`src/rtl/imu_spi_responder.sv`:
```
// imu_spi_responder
//   SPI mode-0 slave emulating the IMU end of the jb_imu link. The master sends a
//   command byte, and the slave returns a status byte while that byte is shifted in.
//   If the command is CMD_READ, the slave then streams a snapshot of NUM_WORDS
//   16-bit sensor words, MSB first. The snapshot is taken when the command byte
//   completes. sck/ss/mosi are asynchronous and are oversampled by clock.
// Ports
//   clock        system clock, at least 8x the sck frequency
//   reset        asynchronous, active-high reset
//   sck, ss, mosi  SPI pins from the master (ss is active low)
//   miso         slave-out data, changes on sck fall
//   sensor_data  packed words; word k at [16k+15:16k]
//   cmd_valid    1-cycle pulse when the command byte completes
//   cmd_byte     last received command byte
//   frame_done   1-cycle pulse after the last data bit of a read frame
//   frame_abort  1-cycle pulse when ss deasserts during CMD or DATA
//   busy         synchronised ss asserted
//   state_dbg    current FSM state (IDLE=0 CMD=1 DATA=2 IGNORE=3 DRAIN=4)
module imu_spi_responder #(
  parameter int         NUM_WORDS = 9,
  parameter logic [7:0] CMD_READ  = 8'hA5,
  parameter logic [7:0] STATUS    = 8'h5A,
  parameter logic [7:0] FILL      = 8'h00
) (
  input  logic                     clock,
  input  logic                     reset,
  input  logic                     sck,
  input  logic                     ss,
  input  logic                     mosi,
  output logic                     miso,
  input  logic [16*NUM_WORDS-1:0]  sensor_data,
  output logic                     cmd_valid,
  output logic [7:0]               cmd_byte,
  output logic                     frame_done,
  output logic                     frame_abort,
  output logic                     busy,
  output logic [2:0]               state_dbg
);

  localparam int NUM_BYTES = 2 * NUM_WORDS;
  localparam int IDX_W     = $clog2(NUM_BYTES);
  localparam logic [IDX_W-1:0] LAST_IDX = IDX_W'(NUM_BYTES - 1);
  localparam logic [IDX_W-1:0] IDX_ONE  = IDX_W'(1);

  typedef enum logic [2:0] {
    IDLE   = 3'd0,
    CMD    = 3'd1,
    DATA   = 3'd2,
    IGNORE = 3'd3,
    DRAIN  = 3'd4
  } state_e;

  // Pin synchronisers: bits [1:0] form the two-flop synchroniser, and bit [2] is the
  // delayed copy used for edge detection.
  logic [2:0] sck_sr_q, ss_sr_q;
  logic [1:0] mosi_sr_q;

  always_ff @(posedge clock or posedge reset) begin
    if (reset) begin
      sck_sr_q  <= 3'b000;
      ss_sr_q   <= 3'b111;
      mosi_sr_q <= 2'b00;
    end else begin
      sck_sr_q  <= {sck_sr_q[1:0], sck};
      ss_sr_q   <= {ss_sr_q[1:0], ss};
      mosi_sr_q <= {mosi_sr_q[0], mosi};
    end
  end

  logic ss_s, ss_fall, ss_rise, sck_rise, sck_fall, mosi_s;
  logic sck_rise_en, sck_fall_en;

  assign ss_s     = ss_sr_q[1];
  assign ss_fall  = ss_sr_q[2] & ~ss_sr_q[1];
  assign ss_rise  = ~ss_sr_q[2] & ss_sr_q[1];
  assign sck_rise = sck_sr_q[1] & ~sck_sr_q[2];
  assign sck_fall = ~sck_sr_q[1] & sck_sr_q[2];
  assign mosi_s   = mosi_sr_q[1];

  // A rise that lands in the same cycle as the ss rise is still processed. This lets
  // a frame whose last bit coincides with deselect complete, instead of aborting.
  assign sck_rise_en = sck_rise & (~ss_s | ss_rise);
  assign sck_fall_en = sck_fall & ~ss_s;

  state_e                   state_q, state_d;
  logic [2:0]               bit_cnt_q, bit_cnt_d;
  logic [6:0]               rx_q, rx_d;
  logic [7:0]               tx_q, tx_d;
  logic [7:0]               cmd_byte_q, cmd_byte_d;
  logic [16*NUM_WORDS-1:0]  frame_q, frame_d;
  logic [IDX_W-1:0]         byte_idx_q, byte_idx_d;
  logic                     cmd_valid_q, cmd_valid_d;
  logic                     frame_done_q, frame_done_d;
  logic                     frame_abort_q, frame_abort_d;

  logic [7:0] rx_byte;
  logic [7:0] next_byte;

  always_ff @(posedge clock or posedge reset) begin
    if (reset) begin
      state_q       <= IDLE;
      bit_cnt_q     <= 3'd0;
      rx_q          <= 7'd0;
      tx_q          <= 8'd0;
      cmd_byte_q    <= 8'd0;
      frame_q       <= '0;
      byte_idx_q    <= '0;
      cmd_valid_q   <= 1'b0;
      frame_done_q  <= 1'b0;
      frame_abort_q <= 1'b0;
    end else begin
      state_q       <= state_d;
      bit_cnt_q     <= bit_cnt_d;
      rx_q          <= rx_d;
      tx_q          <= tx_d;
      cmd_byte_q    <= cmd_byte_d;
      frame_q       <= frame_d;
      byte_idx_q    <= byte_idx_d;
      cmd_valid_q   <= cmd_valid_d;
      frame_done_q  <= frame_done_d;
      frame_abort_q <= frame_abort_d;
    end
  end

  always_comb begin
    state_d       = state_q;
    bit_cnt_d     = bit_cnt_q;
    rx_d          = rx_q;
    tx_d          = tx_q;
    cmd_byte_d    = cmd_byte_q;
    frame_d       = frame_q;
    byte_idx_d    = byte_idx_q;
    cmd_valid_d   = 1'b0;
    frame_done_d  = 1'b0;
    frame_abort_d = 1'b0;
    rx_byte       = {rx_q, mosi_s};
    next_byte     = FILL;

    case (state_q)
      IDLE: begin
        if (ss_fall) begin
          state_d   = CMD;
          tx_d      = STATUS;
          bit_cnt_d = 3'd0;
        end
      end
      default: begin
        if (sck_rise_en) begin
          rx_d      = rx_byte[6:0];
          bit_cnt_d = bit_cnt_q + 3'd1;
          if (bit_cnt_q == 3'd7) begin
            if (state_q == CMD) begin
              cmd_byte_d  = rx_byte;
              cmd_valid_d = 1'b1;
              if (rx_byte == CMD_READ) begin
                frame_d    = sensor_data;
                byte_idx_d = '0;
                state_d    = DATA;
              end else begin
                state_d = IGNORE;
              end
            end else if (state_q == DATA) begin
              if (byte_idx_q == LAST_IDX) begin
                frame_done_d = 1'b1;
                state_d      = DRAIN;
              end else begin
                byte_idx_d = byte_idx_q + IDX_ONE;
              end
            end
          end
        end else if (sck_fall_en) begin
          if (bit_cnt_q == 3'd0) begin
            // The low 16 bits of frame_q always hold the current word. The register
            // shifts down by one word once that word's low byte has been loaded.
            if (state_q == DATA) begin
              next_byte = byte_idx_q[0] ? frame_q[7:0] : frame_q[15:8];
              if (byte_idx_q[0]) frame_d = frame_q >> 16;
            end
            tx_d = next_byte;
          end else begin
            tx_d = {tx_q[6:0], 1'b0};
          end
        end

        if (ss_rise) begin
          state_d       = IDLE;
          tx_d          = 8'd0;
          bit_cnt_d     = 3'd0;
          frame_abort_d = ((state_q == CMD) || (state_q == DATA)) && !frame_done_d;
        end
      end
    endcase
  end

  // miso is the tx register MSB. The register is cleared in IDLE, so miso stays low
  // while the slave is deselected.
  assign miso        = tx_q[7];
  assign cmd_valid   = cmd_valid_q;
  assign cmd_byte    = cmd_byte_q;
  assign frame_done  = frame_done_q;
  assign frame_abort = frame_abort_q;
  assign busy        = ~ss_s;
  assign state_dbg   = state_q;

endmodule

```
`config.mk`:
```
export PLATFORM = sky130hd
export DESIGN_NAME = imu_spi_responder
export DESIGN_NICKNAME = d
export VERILOG_FILES = /design/src/rtl/imu_spi_responder.sv
export SDC_FILE = /design/constraint.sdc
export NUM_CORES = 1
export LEC_CHECK = 0
export BUFFER_PORTS_ARGS = -buffer_cell sky130_fd_sc_hd__buf_2
export CAP_MARGIN = 20
export CORE_MARGIN = 4
export CORE_UTILIZATION = 50
export DETAILED_ROUTE_END_ITERATION = 16
export HOLD_SLACK_MARGIN = 0.1
export PLACE_DENSITY = 0.73
export REMOVE_ABC_BUFFERS = 1
export SYNTH_ARGS = -nofsm -noshare
export SYNTH_HDL_FRONTEND = slang
export SYNTH_SLANG_ARGS = --single-unit
```
`constraint.sdc`:
```
create_clock -name clock -period 6.7 [get_ports clock]
set_input_delay 0.67 -clock clock [delete_from_list [all_inputs] [get_ports clock]]
set_output_delay 0.67 -clock clock [all_outputs]
set_load 0.01 [all_outputs]
```
---- Word level (Yosys, flattened, before mapping) ----
Index checks and enable logic that the tools add are counted.
word-level totals
  register bits after elaboration ......... 189
  output and inout port bits .............. 16
  word-level logic and storage cells ...... 107
operators by class
  add/sub/neg operators ................... 2
  equal/unequal tests ..................... 12
  mux-type cells .......................... 46
  bitwise operators ....................... 12
  reduce and logical (&&, ||, !) cells .... 22
operator list
  operator             number
  $mux 144             8
  $mux 8               8
  $mux 3               12
  $mux 5               4
  $mux 1               14
  $reduce_bool 2->1    5
  $reduce_bool 3->1    3
  $eq 8x8->1 const B   1
  $ne 2x1->1 const B   4
  $reduce_and 8->1     1
  $reduce_bool 4->1    2
  $and 1x1->1          6
  $logic_not 3->1      2
  $reduce_and 6->1     1
  $add 5x1->5 const B  1
  $eq 5x5->1 const B   1
  $not 1->1            5
  $reduce_and 5->1     1
  $ne 2x2->1 const B   2
  $reduce_and 2->1     2
  $reduce_and 4->1     1
  $add 3x1->3 const B  1
  $eq 3x1->1 const B   1
  $eq 3x2->1 const B   1
  other kinds (7)      7

---- Logic depth before layout (Yosys ltp) ----
Gate-level depths: netlist of the first run.
  depth in word-level cells ............... 11
  gate-level depth with buffers ........... 9

---- Least setup slack after synthesis of the first run ----
No wires, ideal clock.
  path kind ............................... register -> register
  start point ............................. reg state_q[1], in the netlist state_dbg[1]
  end point ............................... reg frame_q[0]
  setup time .............................. 0.127 ns
  data arrival time ....................... 1.692 ns
  required time ........................... 6.573 ns
  slack ................................... 4.881 ns
  cell stages (with the launch flop) ...... 10
  path buffers ............................ 4
  path through ............................ dfrtp_1 -> buf_6 -> or3_1 -> buf_2 -> nand3_4 -> nand2_2 -> buf_2 -> buf_2 -> a21oi_1 -> a31oi_1
between the ends
  cells in the longest elaborated chain, start to end .. 3
  elaborated cells between the ends (all ways) .. 7
  classes of those cells .................. eq/ne: 3; bitwise: 1; reduce/logical: 3
ends and longest elaborated chain
  element                                              line  text
  start, declared                                      85    state_e state_q, state_d;
  start signal, assigned                               112   state_q <= state_d;
  $eq 3x1->1 (tied with other cells)                   152   if (state_q == CMD) begin
  $ne 2x1->1 (no source line) (tied with other cells)  n/a
  $reduce_and 8->1 (no source line) *                  n/a
  end signal, assigned                                 117   frame_q <= frame_d;
  end, declared                                        90    logic [16*NUM_WORDS-1:0] frame_q, frame_d;
Mark *: on every way between the ends. The rest lies on a longest branch, timed or not.
A chain may end at the register's enable or synchronous reset.

---- Worst setup path in the final report of the first run ----
  start point ............................. reg state_q[0], in the netlist state_dbg[0]
  end point ............................... reg frame_q[9]
Same word-level chain as after synthesis.

==> impl_metrics.tcl, run 1 <==
set metrics [dict create \
    synth-simple-area-share 0.174 \
    dpl-instance-area_sq_um 9530 \
    synthArstFlopShare 1.00 \
    relSlewSlack 0.312 \
    fp-row-count 48 \
    setup-violations-final 0 \
    critPathKind "flip-flop to flip-flop" \
    die_area_sq_um 19700 \
    cts-htree-levels 4 \
    yosysTopAreaCell "dfrtp_1" \
    synth-compound-area-share 0.213 \
    cap_violations 0 \
    maxSlewViolCount 0 \
    whs_path_depth 1 \
    synth_flop_cell "dfrtp_1" \
    initial_core_util 0.507 \
    cts_buffer_depth 2 \
    cts_inserted_buffers 17 \
    hold_ws_ns 0.345 \
    hp-class "input pin to flip-flop" \
    die_w_microns 140 \
    cts_setup_buffers 0 \
    grt_overflow 0 \
    seq_power_share 0.467 \
    rsz0062_at_grt "false" \
    wl_per_cell_microns 16.0 \
    muxShareOfSynthArea 0.0120 \
    final_antenna_net_count 0 \
    clkPwrFrac 0.263 \
    slowest_stage "buf_4" \
    cp.arrival_ns 3.78 \
    synth_area_sq_um 8740 \
    netlist_instances 974 \
    synth_most_common_cell "nand2_1" \
    num_vias 7445 \
    cts_resized 0 \
    synth.area.top_cells "dfrtp_1 (53%), nand2_1 (14%), a31oi_1 (9.7%)" \
    antenna_found_initial 3 \
    status "finished clean" \
    sw_frac_of_total 0.340 \
    cp_max_fo 70 \
    period_share 0.526 \
    fin_setup_tns_ns 0 \
    wl_mm 21.2 \
    ios 165 \
    synth_common_cells "nand2_1 (317), dfrtp_1 (186), a21oi_1 (137)" \
    nNetsFinal 1240 \
    yosysUniqueCellTypes 46 \
    grt_pass1_wl_mm 35.1 \
    ys_seq_elements 189 \
    drt_iter0_drc 741 \
    p_sw_mw 1.24 \
    cts_tree "yes" \
    utilization 0.586 \
    fillCellCount 1556 \
    clk_pin_slew_ns 0.07 \
    synth_top_family_by_area "compound AO/OA/AOI/OAI gates" \
    drive_gt1_frac 0.198 \
    path_depth 7 \
    cts_hold_buffers 0 \
    r2r_cells 7 \
    min_period_ns 3.52 \
    synth_fa_ha_area_frac 0.00715 \
    synth_top_area_share 0.532 \
    cp_cell_sequence "nor3b_4, nand3_1, o22ai_4, buf_4, and2_4, buf_4, a31oi_1" \
    dp_hpwl_mm 13.0 \
    critPathMostFrequentCell "buf_4" \
    clock_latency_ns 0.42 \
    fin_worst_skew_ns 0.0105 \
    worst_pin_slew_ns 1.03 \
    synth_warnings 0 \
    yosys.area_share.xor_xnor 0 \
    drcViolationCount 0 \
    synth_edf_count 0 \
    slowest_delay_ns 0.71 \
    p_int_mw 2.42 \
    maxClockFrequency_mhz 284 \
    grt_max_degree 121 \
    vdd_drop_max_uv 214 \
    drt_pass1_iterations 4 \
    synth.avg_cell_area_sq_um 8.98 \
    numClockSinks 189 \
    synth-seq-area-share 0.541 \
    p_leak_nw 4.66 \
    timing.final.hold_violations 0 \
    pwr-share-comb 0.270 \
    design_area_sq_um 10100 \
    required_ns 6.96 \
    end_kind "flip-flop" \
    clockRootBuffer "clkbuf_16" \
    fp.dieH_microns 140 \
    grtUsageTotal 0.216 \
    powerDensity_nw_per_um2 363 \
    gp_congestion 0.877 \
    crit_path_start_kind "flip-flop" \
    path_buf_inv 2 \
    grt_pass1_vias 7054 \
    port_buffers 164 \
    vias_per_cell 5.62 \
    core_area_sq_um 17200 \
    syn2layout_area_growth_pct 15.4 \
    crit_family "simple AND/OR/NAND/NOR gates" \
]
==> state kept, by name, summed over array words and instances (netlist names) <==
register,count
bit_cnt_q,3
tx_q,8
state_dbg,3
frame_q,144
mosi_sr_q,2
frame_done,1
ss_sr_q,3
rx_q,7
byte_idx_q,5
sck_sr_q,3
frame_abort,1
cmd_valid,1
cmd_byte,8
==> per-layer routing <==
layer / track usage / routed length (microns) / vias to the layer above / share of wire
met2: 0.326 / 10100 / 181 / 0.47
met5: 0 / 21 / - / 0.00099
met3: 0.0529 / 1180 / 27 / 0.055
met4: 0.0581 / 328 / 4 / 0.015
met1: 0.313 / 9640 / 3599 / 0.45
li1: - / - / 3634 / -
==> area by class of cell <==
| cell class | count | area (sq um) | area share |
|---|---|---|---|
| sequential | 189 | 4730 | 0.469 |
| clock inverter | 5 | 56.3 | 0.00558 |
| clock buffer | 26 | 499 | 0.0495 |
| inverter | 9 | 41.3 | 0.00409 |
| tap | 225 | 282 | 0.0279 |
| antenna | 2 | 5.00 | 0.000496 |
| timing repair buffer | 172 | 901 | 0.0893 |
| multi-input combinational | 697 | 3580 | 0.354 |
==> cell families (layout without fill, tap and decap cells) <==
kind of cell / after synthesis / after routing
adder cells (fa/ha/maj): 5 / 5
other: 0 / 2
AO/OA/AOI/OAI: 313 / 313
flip-flops: 189 / 189
buffers and inverters: 88 / 212
AND/OR/NAND/NOR: 369 / 369
multiplexers: 10 / 10
==> stage by stage <==
stage                     std cells  setup WS [ns]  power (mW)
after floorplan                 895          0.232        2.41
after global placement         1291           3.24        2.68
after detailed placement       1292           3.22        2.71
after CTS                      1323           3.19        3.68
after global routing           1324           2.93        3.92
final                          1325           3.18        3.66
==> power by group through the flow <==
stage	clock network (mW)	logic, mW	registers, mW
after floorplan	0	0.726	1.68
after global placement	0	0.970	1.71
after detailed placement	0	0.993	1.72
after CTS	0.980	0.995	1.71
after global routing	1.03	1.13	1.76
final	0.964	0.989	1.71
==> final timing paths <==
| kind | startpoint | to | slack (ns) |
|---|---|---|---|
| max | state_dbg[0] | frame_q[9] | 3.18 |
| min | ss | ss_sr_q[0] | 0.34 |
| max reg2reg | state_dbg[0] | frame_q[9] | 3.18 |
| min reg2reg | sck_sr_q[0] | sck_sr_q[1] | 0.35 |
| max in group asynchronous | reset | frame_q[142] | 4.89 |
| min in group asynchronous | reset | frame_q[80] | 0.41 |
==> cell usage in the layout, fill, tap and decap left out, drive strengths merged, types with 2 or more instances in the layout <==
| cell type | count |
|---|---|
| nand3 | 12 |
| nor4bb | 3 |
| ha | 5 |
| a31oi | 135 |
| mux2 | 4 |
| clkinv | 3 |
| dfrtp | 186 |
| inv | 9 |
| nor2b | 3 |
| nand2 | 318 |
| diode | 2 |
| and2 | 2 |
| o22a | 4 |
| a221o | 3 |
| a22o | 17 |
| dfstp | 3 |
| a21oi | 137 |
| nor2 | 15 |
| nor3b | 3 |
| nor3 | 5 |
| buf | 172 |
| o21ai | 8 |
| mux2i | 6 |
| nand2b | 2 |
| nand4 | 2 |
| clkbuf | 26 |
No activity file was read; power rests on OpenSTA's default activity.
==> run 2, diff against run 1 <==
Clock period 6.7 ns to 3.4 ns, I/O delays scaled along.
==> run 2 against run 1 <==
Die area did not move; critical path type unchanged; worst setup slack got worse by 2.5 ns; clock skew grew 0.0038 ns; sequential power rose by 97%; hold slack worse by 0.21 ns; total power increased by 100%.
==> impl_metrics.tcl, run 2 (same netlist as run 1, synthesis figures left out) <==
set metrics [dict create \
    grt_max_degree 129 \
    critPathKind "flip-flop to flip-flop" \
    port_buffers 164 \
    grtUsageTotal 0.214 \
    met1_length_mm 9.74 \
    drt_iter0_drc 619 \
    core_area_sq_um 17200 \
    setup-violations-final 0 \
    maxClockFrequency_mhz 371 \
    numClockSinks 189 \
    final_cell_mix "nand2_1 (316), dfrtp_1 (186), buf_2 (164), a21oi_1 (137), a31oi_1 (135)" \
    period_share 0.792 \
    r2r_slack_ns 0.71 \
    min_to "frame_q[137]" \
    ios 165 \
    grt_pass1_wl_mm 35.1 \
    end_kind "flip-flop" \
    final_antenna_net_count 0 \
    syn2layout_area_growth_pct 17.0 \
    required_ns 3.67 \
    clk_pin_slew_ns 0.07 \
    fp-row-count 48 \
    drive_gt1_frac 0.205 \
    cp_max_fo 128 \
    fin_worst_skew_ns 0.0143 \
    cts_tree "yes" \
    timing.final.hold_violations 0 \
    cp_cell_sequence "nor3b_4, nand3_1, o22ai_4, and2_4, buf_12, a31oi_1" \
    design_area_sq_um 10200 \
    p_leak_nw 4.72 \
    die_area_sq_um 19700 \
    initial_core_util 0.507 \
    cap_violations 0 \
    vias_per_cell 5.54 \
    fp.dieH_microns 140 \
    cts_hold_buffers 4 \
    preCtsSetupSlack_ns 0.771 \
    clockRootBuffer "clkbuf_16" \
    die_w_microns 140 \
    cts_buffer_depth 2 \
    status "finished clean" \
    maxSlewViolCount 0 \
    powerDensity_nw_per_um2 721 \
    largest_reg_flops 144 \
    wl_per_cell_microns 16.1 \
    cp.arrival_ns 2.96 \
    hp-start "sensor_data[137]" \
    slowest_stage "dfrtp_1" \
    cts_setup_buffers 0 \
    clock_latency_ns 0.43 \
    dp_hpwl_mm 12.9 \
    utilization 0.594 \
    finalWorstSetupSlack_ns 0.706 \
    wl_mm 21.5 \
    cts_resized 0 \
    drcViolationCount 0 \
    cts-htree-levels 4 \
    grt_pass1_vias 7068 \
    fin_setup_tns_ns 0 \
    antenna_found_initial 4 \
    vdd_drop_max_uv 516 \
    r2r_cells 6 \
    met3WireLength_mm 1.22 \
    hp-class "input pin to flip-flop" \
    largest_register "frame_q" \
    min_period_ns 2.69 \
    dpl-instance-area_sq_um 9590 \
    power_mw 7.37 \
    num_vias 7393 \
    relSlewSlack 0.438 \
    cts_inserted_buffers 17 \
    crit_path_start_kind "flip-flop" \
    r2r-start "state_dbg[0]" \
    drt_pass1_iterations 5 \
    rsz0062_at_grt "false" \
    nNetsFinal 1249 \
    gp_congestion 0.855 \
    worst_pin_slew_ns 0.836 \
    grt_overflow 0 \
    reg2reg_to "frame_q[11]" \
    whs_path_depth 2 \
    met2_length_mm 10.3 \
    slowest_delay_ns 0.56 \
    final_common_cell "nand2_1" \
    top_layer "met5" \
]
==> run 2: changes by cell type in the layout (fill, tap and decap cells not counted), sizes merged <==
cell	delta
buf	+5
bufinv	+1
clkbuf	-6
clkinv	+1
clkinvlp	+3
dlygate4sd3	+4
inv	+1
==> run 2: worst max path at each step <==
stage / start / endpoint / slack [ns] / cells after the start
after floorplan: ss_sr_q[1] / frame_q[0] / -3.07 / 5
after global placement: state_dbg[0] / frame_q[49] / 0.79 / 6
after detailed placement: state_dbg[0] / frame_q[79] / 0.77 / 6
after CTS: state_dbg[0] / frame_q[55] / 0.75 / 6
after global routing: state_dbg[0] / frame_q[14] / 0.52 / 6
final: state_dbg[0] / frame_q[11] / 0.71 / 6
==> run 2: report_power, final <==
group	internal [mW]	switching [mW]
Sequential	2.96	0.410
Combinational	0.740	1.25
Clock	1.15	0.869
==> run 2: routing by layer <==
metal / vias up / track usage
li1: 3655 / -
met1: 3545 / 0.301
met2: 166 / 0.336
met3: 19 / 0.0628
met4: 8 / 0.0403
met5: - / 0
==> run 2: area by class of cell <==
type | count | area (sq um)
tap | 225 | 282
fill | 1521 | 7000
clock inverter | 11 | 134
inverter | 9 | 41.3
multi-input combinational | 697 | 3580
clock buffer | 20 | 467
antenna | 2 | 5.00
timing repair buffer | 181 | 996
sequential | 189 | 4730
==> run 2: worst max-delay path, delay by kind of cell, from the launching register on <==
family          cells  cell delay (ns)
compound gates      2             0.61
buf+inv             1             0.39
flops               1             0.56
simple gates        3             0.85
==> run 2: stage by stage <==
stage | std cells | hold slack, ns
3_5_place_dp | 1297 | 0.336
6_report | 1334 | 0.135
2_1_floorplan | 895 | 0.331
5_1_grt | 1332 | 0.116
4_1_cts | 1332 | 0.118
3_3_place_gp | 1297 | 0.334
